--- config.mk ---
export PLATFORM = sky130hd
export DESIGN_NAME = life_cell_update
export DESIGN_NICKNAME = d
export VERILOG_FILES = /design/src/rtl/life_cell_update_pkg.sv /design/src/rtl/life_neigh_addr.sv /design/src/rtl/life_cell_update.sv
export SDC_FILE = /design/constraint.sdc
export NUM_CORES = 1
export LEC_CHECK = 0
export BUFFER_PORTS_ARGS = -buffer_cell sky130_fd_sc_hd__buf_4
export CORE_ASPECT_RATIO = 2
export CORE_MARGIN = 5
export CORE_UTILIZATION = 49
export CTS_CLUSTER_SIZE = 30
export DETAILED_ROUTE_END_ITERATION = 6
export GPL_ROUTABILITY_DRIVEN = 0
export PLACE_DENSITY = 0.76
export SLEW_MARGIN = 10
export SYNTH_ARGS = -nofsm -noshare
export SYNTH_HDL_FRONTEND = slang
export SYNTH_SLANG_ARGS = --single-unit
--- constraint.sdc ---
create_clock -name clk -period 3.3 [get_ports clk]
set_input_delay 0.66 -clock clk [delete_from_list [all_inputs] [get_ports clk]]
set_output_delay 0.66 -clock clk [all_outputs]
set_load 0.005 [all_outputs]
--- src/rtl/life_cell_update_pkg.sv ---
// Shared constants, state encoding and types for the Life next-generation engine.
package life_cell_update_pkg;

    localparam int unsigned COORD_W    = 8;
    localparam int unsigned NEIGH_CNT  = 9;
    localparam int unsigned CENTRE_IDX = 4;
    localparam int unsigned IDX_W      = 4;
    localparam int unsigned CNT_W      = 4;
    localparam int unsigned MAX_COUNT  = 8;

    typedef enum logic [2:0] {
        ST_IDLE    = 3'd0,
        ST_FETCH   = 3'd1,
        ST_LAST    = 3'd2,
        ST_WRITE   = 3'd3,
        ST_ADVANCE = 3'd4,
        ST_DONE    = 3'd5
    } state_e;

    typedef struct packed {
        logic [COORD_W-1:0] col;
        logic [COORD_W-1:0] row;
    } coord_t;

    // Life rule: birth on exactly 3 neighbours, survival on 2 or 3.
    function automatic logic life_rule(input logic self_alive, input logic [CNT_W-1:0] n);
        return (n == CNT_W'(3)) | (self_alive & (n == CNT_W'(2)));
    endfunction

endpackage

--- src/rtl/life_neigh_addr.sv ---
// Combinational 3x3 neighbour address generator for index k = 0..8.
// LIFE_TORUS_EN selects wrap-around edges; otherwise edges clamp and flag oob.
module life_neigh_addr
    import life_cell_update_pkg::*;
#(
    parameter int unsigned MAP_WIDTH  = 8,
    parameter int unsigned MAP_HEIGHT = 8
) (
    input  logic [COORD_W-1:0] base_c_i,
    input  logic [COORD_W-1:0] base_r_i,
    input  logic [IDX_W-1:0]   idx_i,
    output logic [COORD_W-1:0] addr_c_o,
    output logic [COORD_W-1:0] addr_r_o,
    output logic               oob_o
);

    localparam logic [COORD_W-1:0] C_MAX = COORD_W'(MAP_WIDTH - 1);
    localparam logic [COORD_W-1:0] R_MAX = COORD_W'(MAP_HEIGHT - 1);

    logic [1:0]         dc_sel;
    logic [1:0]         dr_sel;
    logic [COORD_W-1:0] c_base;
    logic [COORD_W-1:0] r_base;
    logic               c_lo;
    logic               c_hi;
    logic               r_lo;
    logic               r_hi;
    logic [COORD_W-1:0] c_edge_lo;
    logic [COORD_W-1:0] c_edge_hi;
    logic [COORD_W-1:0] r_edge_lo;
    logic [COORD_W-1:0] r_edge_hi;

    always_comb begin
        dr_sel = 2'(idx_i / IDX_W'(3));
        dc_sel = 2'(idx_i % IDX_W'(3));
        // Keep a stray base coordinate on the board so reads never leave it.
        c_base = (base_c_i > C_MAX) ? C_MAX : base_c_i;
        r_base = (base_r_i > R_MAX) ? R_MAX : base_r_i;
        c_lo   = (dc_sel == 2'd0) && (c_base == '0);
        c_hi   = (dc_sel == 2'd2) && (c_base == C_MAX);
        r_lo   = (dr_sel == 2'd0) && (r_base == '0);
        r_hi   = (dr_sel == 2'd2) && (r_base == R_MAX);
`ifdef LIFE_TORUS_EN
        c_edge_lo = C_MAX;
        c_edge_hi = '0;
        r_edge_lo = R_MAX;
        r_edge_hi = '0;
        oob_o     = 1'b0;
`else
        c_edge_lo = '0;
        c_edge_hi = C_MAX;
        r_edge_lo = '0;
        r_edge_hi = R_MAX;
        oob_o     = c_lo | c_hi | r_lo | r_hi;
`endif
        case (dc_sel)
            2'd0:    addr_c_o = c_lo ? c_edge_lo : c_base - COORD_W'(1);
            2'd2:    addr_c_o = c_hi ? c_edge_hi : c_base + COORD_W'(1);
            default: addr_c_o = c_base;
        endcase
        case (dr_sel)
            2'd0:    addr_r_o = r_lo ? r_edge_lo : r_base - COORD_W'(1);
            2'd2:    addr_r_o = r_hi ? r_edge_hi : r_base + COORD_W'(1);
            default: addr_r_o = r_base;
        endcase
    end

endmodule

--- src/rtl/life_cell_update.sv ---
// Life next-generation engine: per traverser cell, read 3x3 neighbourhood,
// apply the rule, write the next board, step the traverser. Edge mode via LIFE_TORUS_EN.
module life_cell_update
    import life_cell_update_pkg::*;
#(
    parameter int unsigned MAP_WIDTH  = 8,
    parameter int unsigned MAP_HEIGHT = 8
) (
    input  logic               clk,
    input  logic               rst,
    input  logic               start,
    input  logic [COORD_W-1:0] trav_addrC,
    input  logic [COORD_W-1:0] trav_addrR,
    input  logic               trav_finish,
    output logic               trav_enable,
    output logic [COORD_W-1:0] rd_addrC,
    output logic [COORD_W-1:0] rd_addrR,
    input  logic               rd_data,
    output logic               wr_en,
    output logic [COORD_W-1:0] wr_addrC,
    output logic [COORD_W-1:0] wr_addrR,
    output logic               wr_data,
    output logic               busy,
    output logic               gen_done
);

    localparam logic [IDX_W-1:0] LAST_IDX = IDX_W'(NEIGH_CNT - 1);
    localparam logic [IDX_W-1:0] CTR_IDX  = IDX_W'(CENTRE_IDX);
    localparam logic [CNT_W-1:0] CNT_MAX  = CNT_W'(MAX_COUNT);

    state_e             state_q, state_d;
    logic [IDX_W-1:0]   k_q, k_d;
    coord_t             base_q, base_d;
    logic               last_cell_q, last_cell_d;
    logic [CNT_W-1:0]   n_q, n_d;
    logic               self_q, self_d;
    logic               prev_oob_q, prev_oob_d;

    logic               trav_enable_q, trav_enable_d;
    logic               wr_en_q, wr_en_d;
    logic [COORD_W-1:0] wr_addrC_q, wr_addrC_d;
    logic [COORD_W-1:0] wr_addrR_q, wr_addrR_d;
    logic               wr_data_q, wr_data_d;
    logic               busy_q, busy_d;
    logic               gen_done_q, gen_done_d;

    logic               fetch0;
    coord_t             base_sel;
    logic [COORD_W-1:0] nb_c;
    logic [COORD_W-1:0] nb_r;
    logic               nb_oob;
    logic               acc_en;
    logic               acc_live;
    logic [IDX_W-1:0]   acc_idx;

    // The traverser address is only valid in FETCH k=0, so that cycle reads it directly.
    assign fetch0   = (state_q == ST_FETCH) && (k_q == '0);
    assign base_sel = fetch0 ? '{col: trav_addrC, row: trav_addrR} : base_q;

    life_neigh_addr #(
        .MAP_WIDTH (MAP_WIDTH),
        .MAP_HEIGHT(MAP_HEIGHT)
    ) u_neigh (
        .base_c_i(base_sel.col),
        .base_r_i(base_sel.row),
        .idx_i   (k_q),
        .addr_c_o(nb_c),
        .addr_r_o(nb_r),
        .oob_o   (nb_oob)
    );

    assign rd_addrC = (state_q == ST_FETCH) ? nb_c : '0;
    assign rd_addrR = (state_q == ST_FETCH) ? nb_r : '0;

    // Next-state, accumulation and registered-output decode.
    always_comb begin
        state_d     = state_q;
        k_d         = k_q;
        base_d      = base_q;
        last_cell_d = last_cell_q;
        n_d         = n_q;
        self_d      = self_q;
        prev_oob_d  = prev_oob_q;

        // Read data lags its address by one cycle; consume index k-1 (or 8 in LAST).
        acc_en   = ((state_q == ST_FETCH) && (k_q != '0)) || (state_q == ST_LAST);
        acc_idx  = (state_q == ST_LAST) ? LAST_IDX : k_q - IDX_W'(1);
        acc_live = rd_data & ~prev_oob_q;
        if (acc_en) begin
            if (acc_idx == CTR_IDX) begin
                self_d = acc_live;
            end else if (acc_live && (n_q < CNT_MAX)) begin
                n_d = n_q + CNT_W'(1);
            end
        end

        case (state_q)
            ST_IDLE: begin
                if (start) begin
                    state_d = ST_FETCH;
                    k_d     = '0;
                    n_d     = '0;
                    self_d  = 1'b0;
                end
            end
            ST_FETCH: begin
                prev_oob_d = nb_oob;
                if (k_q == '0) begin
                    base_d      = '{col: trav_addrC, row: trav_addrR};
                    last_cell_d = trav_finish;
                end
                if (k_q == LAST_IDX) begin
                    state_d = ST_LAST;
                end else begin
                    k_d = k_q + IDX_W'(1);
                end
            end
            ST_LAST:    state_d = ST_WRITE;
            ST_WRITE:   state_d = last_cell_q ? ST_DONE : ST_ADVANCE;
            ST_ADVANCE: begin
                state_d = ST_FETCH;
                k_d     = '0;
                n_d     = '0;
                self_d  = 1'b0;
            end
            ST_DONE:    state_d = ST_IDLE;
            default:    state_d = ST_IDLE;
        endcase

        wr_en_d       = (state_d == ST_WRITE);
        wr_addrC_d    = wr_en_d ? base_q.col : '0;
        wr_addrR_d    = wr_en_d ? base_q.row : '0;
        wr_data_d     = wr_en_d & life_rule(self_d, n_d);
        trav_enable_d = (state_d == ST_ADVANCE);
        busy_d        = (state_d != ST_IDLE);
        gen_done_d    = (state_d == ST_DONE);
    end

    always_ff @(posedge clk) begin
        if (rst) begin
            state_q       <= ST_IDLE;
            k_q           <= '0;
            base_q        <= '0;
            last_cell_q   <= 1'b0;
            n_q           <= '0;
            self_q        <= 1'b0;
            prev_oob_q    <= 1'b0;
            trav_enable_q <= 1'b0;
            wr_en_q       <= 1'b0;
            wr_addrC_q    <= '0;
            wr_addrR_q    <= '0;
            wr_data_q     <= 1'b0;
            busy_q        <= 1'b0;
            gen_done_q    <= 1'b0;
        end else begin
            state_q       <= state_d;
            k_q           <= k_d;
            base_q        <= base_d;
            last_cell_q   <= last_cell_d;
            n_q           <= n_d;
            self_q        <= self_d;
            prev_oob_q    <= prev_oob_d;
            trav_enable_q <= trav_enable_d;
            wr_en_q       <= wr_en_d;
            wr_addrC_q    <= wr_addrC_d;
            wr_addrR_q    <= wr_addrR_d;
            wr_data_q     <= wr_data_d;
            busy_q        <= busy_d;
            gen_done_q    <= gen_done_d;
        end
    end

    assign trav_enable = trav_enable_q;
    assign wr_en       = wr_en_q;
    assign wr_addrC    = wr_addrC_q;
    assign wr_addrR    = wr_addrR_q;
    assign wr_data     = wr_data_q;
    assign busy        = busy_q;
    assign gen_done    = gen_done_q;

endmodule

==> flow_results.xml <==
<?xml version="1.0" encoding="UTF-8"?>
<metrics>
  <group name="outcome">
    <metric name="run_status" unit="">finished, violations left</metric>
    <metric name="violations" unit="">negative setup slack</metric>
  </group>
  <group name="grt">
    <metric name="number_of_global_route_vias_before_repair" unit="">2823</metric>
    <metric name="global_route.overflow_total" unit="">0</metric>
    <metric name="global_route_wire_length_before_repair" unit="µm">12700</metric>
    <metric name="grt_antenna_before_repair" unit="">0</metric>
    <metric name="grt_start_max_net_pins" unit="">24</metric>
    <metric name="global_route.usage.total" unit="%">21.2</metric>
  </group>
  <group name="logic_synthesis">
    <metric name="synth_largest_area_cell" unit="">dfxtp_1</metric>
    <metric name="postSynthNetCount" unit="">359</metric>
    <metric name="synth-async-reset-ratio" unit="%">0</metric>
    <metric name="syn-cell-area" unit="µm²">2760</metric>
    <metric name="synth_largest_type_area_fraction" unit="%">37.0</metric>
    <metric name="ys.flop_type" unit="">dfxtp_1</metric>
    <metric name="synth_edf_count" unit="">0</metric>
    <metric name="synth_area_per_cell" unit="µm²">8.50</metric>
    <metric name="synth_sequential_area_ratio" unit="%">37.0</metric>
    <metric name="post_synth_main_area_contributors" unit="">dfxtp_1 (37%), ha_1 (5.9%), nand2_1 (5.6%), and3_1 (4.5%), a21oi_1 (4.3%)</metric>
    <metric name="postSynthRegisterBits" unit="">51</metric>
    <metric name="synthDistinctLibCells" unit="">66</metric>
    <metric name="ys_warn_count" unit="">0</metric>
    <metric name="syn_inst" unit="">325</metric>
  </group>
  <group name="drt">
    <metric name="routedWlPerCell" unit="µm">17.0</metric>
    <metric name="drtAntennaViolNets" unit="">0</metric>
    <metric name="routed-via-count" unit="">2794</metric>
    <metric name="drt_pass1_iterations" unit="">4</metric>
    <metric name="route.final.wire_length" unit="µm">8240</metric>
    <metric name="drc" unit="">0</metric>
    <metric name="first_iter_violations" unit="">121</metric>
    <metric name="route.detailed.vias_per_inst" unit="">5.76</metric>
  </group>
  <group name="floorplan">
    <metric name="dieArea" unit="µm²">7330</metric>
    <metric name="die-width" unit="µm">63.1</metric>
    <metric name="std_cell_rows" unit="">38</metric>
    <metric name="die_h" unit="µm">116</metric>
    <metric name="floorplan.core_area" unit="µm²">5470</metric>
    <metric name="io_pins" unit="">58</metric>
    <metric name="floorplan.initialDensity" unit="%">50.5</metric>
  </group>
  <group name="timing">
    <metric name="final_max_slew_viol_count" unit="">0</metric>
    <metric name="worst_slew_margin_rel" unit="%">36.3</metric>
    <metric name="final_hold_viol_count" unit="">0</metric>
    <metric name="worst_slew_pin_slew" unit="ns">0.947</metric>
    <metric name="layout_setup_ws" unit="ns">-0.180</metric>
    <metric name="grt_setup_unrepaired" unit="">yes</metric>
    <metric name="fin_worst_skew" unit="ns">0.00331</metric>
    <metric name="fmaxAchievable" unit="GHz">0.287</metric>
    <metric name="period_needed" unit="ns">3.48</metric>
    <metric name="finalSetupViolations" unit="">11</metric>
    <metric name="fin_worst_hold_slack" unit="ns">0.471</metric>
    <metric name="fin_tns_setup" unit="ns">-1.30</metric>
    <metric name="final.period_utilization" unit="%">105</metric>
  </group>
  <group name="place">
    <metric name="dp_hpwl" unit="µm">5470</metric>
    <metric name="buffer_ports.inserted" unit="">57</metric>
    <metric name="dp.cells" unit="">453</metric>
  </group>
  <group name="clock_network">
    <metric name="post_cts_hold_buffer_count" unit="">0</metric>
    <metric name="clk_root_buffer_cell" unit="">clkbuf_8</metric>
    <metric name="cts_buffers" unit="">5</metric>
    <metric name="clk_latency" unit="ns">0.29</metric>
    <metric name="clock_tree_from_tritoncts" unit="">built</metric>
    <metric name="cts.sinks" unit="">51</metric>
    <metric name="path_clk_slew" unit="ns">0.09</metric>
    <metric name="cts.htree.levels" unit="">2</metric>
    <metric name="clockBufferDepth" unit="">2</metric>
  </group>
  <group name="power_and_ir_drop">
    <metric name="power.share.combinational" unit="%">35.6</metric>
    <metric name="total_leakage_power" unit="nW">1.76</metric>
    <metric name="clkPwrFrac" unit="%">22.2</metric>
    <metric name="cellInternalPower" unit="mW">1.04</metric>
    <metric name="share_seq_of_total_power" unit="%">42.2</metric>
    <metric name="ir_drop" unit="mV">0.326</metric>
    <metric name="powerDensity" unit="nW/µm²">385</metric>
    <metric name="switching_power" unit="µW">497</metric>
    <metric name="p_total" unit="mW">1.54</metric>
    <metric name="power_switching_share" unit="%">32.3</metric>
  </group>
  <group name="worst_setup_path">
    <metric name="worstPathArrival" unit="ns">2.82</metric>
    <metric name="worst-r2r-cell-count" unit="">16</metric>
    <metric name="path_max_fanout" unit="">4</metric>
    <metric name="nature_of_the_critical_path_endpoint" unit="">primary output</metric>
    <metric name="critPathLaunchType" unit="">flip-flop</metric>
    <metric name="required_time_at_the_endpoint_of_the_critical_path" unit="ns">2.64</metric>
    <metric name="worst-setup-path-type" unit="">flip-flop to primary output</metric>
  </group>
  <group name="cells_and_area">
    <metric name="net_count_of_the_finished_layout" unit="">459</metric>
    <metric name="fillers" unit="">401</metric>
    <metric name="multi_input_area" unit="µm²">1880</metric>
    <metric name="fin_cells" unit="">485</metric>
    <metric name="ff_latch_area" unit="µm²">1030</metric>
    <metric name="antenna_cells_inserted" unit="">0</metric>
    <metric name="drive_gt1_share" unit="%">43.3</metric>
    <metric name="area_growth" unit="%">44.6</metric>
  </group>
  <group name="worst_hold_path">
    <metric name="min_path_type" unit="">flip-flop to flip-flop</metric>
    <metric name="timing.hold.worst_path_depth" unit="">1</metric>
  </group>
  <group name="flow_run">
    <metric name="cap_violations" unit="">0</metric>
  </group>
</metrics>
## power by group through the flow
stage	Combinational, mW	Sequential, mW	Clock [mW]
CTS	0.456	0.648	0.347
detailed placement	0.371	0.662	0
global route	0.587	0.651	0.372
floorplan	0.245	0.658	0
finish	0.548	0.649	0.342
global placement	0.361	0.661	0
## cell families after synthesis
group | count (synthesis) | synth area share (%)
simple gates | 145 | 29.3
compound gates | 66 | 16.1
flops | 51 | 37.0
buf+inv | 33 | 5.94
fa+ha+maj | 13 | 5.89
xor+xnor | 9 | 2.85
mux | 8 | 2.99
## worst max-delay path: stages (launching register included)
cell and delay [ns]:
dfxtp_2 0.33, nor2b_4 0.12, ha_4 0.15, inv_2 0.06, ha_4 0.13, nand2_4 0.06, xnor2_2 0.14, ha_2 0.19
nor3b_2 0.18, a21boi_4 0.27, mux2i_2 0.12, o22ai_4 0.20, buf_6 0.15, o221ai_2 0.10, and3_1 0.19, buf_4 0.13
## cells in the final DEF (no fill, tap or decap), drive strengths merged, types with 3 or more instances in the layout
cell type | Yosys | routed
o22ai | 3 | 3
xor2 | 4 | 4
nor3 | 11 | 11
and3 | 20 | 20
a211oi | 4 | 4
nor4 | 6 | 6
a31oi | 3 | 3
nor3b | 4 | 4
nand2 | 43 | 43
o21ai | 8 | 8
or3 | 3 | 3
xnor2 | 5 | 5
nor2b | 6 | 6
inv | 16 | 16
ha | 13 | 13
a21o | 4 | 4
o31ai | 3 | 3
clkbuf | 9 | 5
buf | 8 | 110
dfxtp | 51 | 51
a21oi | 25 | 25
nor2 | 24 | 24
nand3b | 6 | 6
nand4b | 3 | 3
nand2b | 3 | 3
nand3 | 4 | 4
mux2i | 6 | 6
## sequential cells by signal, summed over array words and instances (netlist names)
| name | flops |
|---|---|
| wr_addrR | 8 |
| trav_enable | 1 |
| last_cell_q | 1 |
| base_q | 16 |
| self_q | 1 |
| gen_done | 1 |
| busy | 1 |
| k_q | 4 |
| wr_data | 1 |
| prev_oob_q | 1 |
| wr_en | 1 |
| state_q | 3 |
| wr_addrC | 8 |
| n_q | 4 |
## stage by stage
| stage | setup WS (ns) | util, % | cell area (µm²) |
|---|---|---|---|
| final | -0.180 | 73.0 | 3990 |
| after global routing | -0.336 | 73.0 | 3990 |
| after CTS | -0.135 | 69.2 | 3780 |
| after detailed placement | -0.262 | 61.8 | 3380 |
| after global placement | -0.253 | 61.8 | 3380 |
| after floorplan | 0.0332 | - | 2770 |
## repair_timing
item	in CTS	in global routing
setup endpoints to repair	16	14
pin swaps	18	12
hold endpoints to repair	0	0
resized for setup	50	25
setup buffers	14	11
## worst paths after layout
check	start	slack, ns	end
max	k_q[2]	-0.18	rd_addrC[1]
min	last_cell_q	0.47	trav_enable
max reg2reg	k_q[2]	0.50	prev_oob_q
min reg2reg	last_cell_q	0.47	trav_enable
## Yosys cell counts, types with 3 or more instances
cell	number
a211oi_1	4
clkbuf_1	9
and3_1	20
nand3_1	4
nor2_1	23
nand3b_1	6
mux2i_1	6
ha_1	13
o21ai_0	6
nand2_1	41
a21oi_1	24
nor4_1	5
a31oi_1	3
nor2b_1	6
xor2_1	4
inv_1	15
nand4b_1	3
xnor2_1	5
a21o_1	3
nor3_1	9
buf_6	4
or3_1	3
nand2b_1	3
dfxtp_1	51
## metal layers
layer  track usage, %  vias to the layer above  routed length, µm
met1             20.6                     1323               2840
met2             42.9                       96               4750
met3             3.46                       28                318
met4             7.93                        0                330
li1                 -                     1347                  -
met5                0                        -                  0
## layout make-up
class                      instances  share of cell area [%]
clock inverter                     2                   0.345
timing repair buffer             110                    21.6
sequential                        51                    25.8
tap                               60                    1.88
clock buffer                       5                    1.72
inverter                          16                    1.63
multi-input combinational        241                    47.1
No activity file was read; power rests on OpenSTA's default activity.
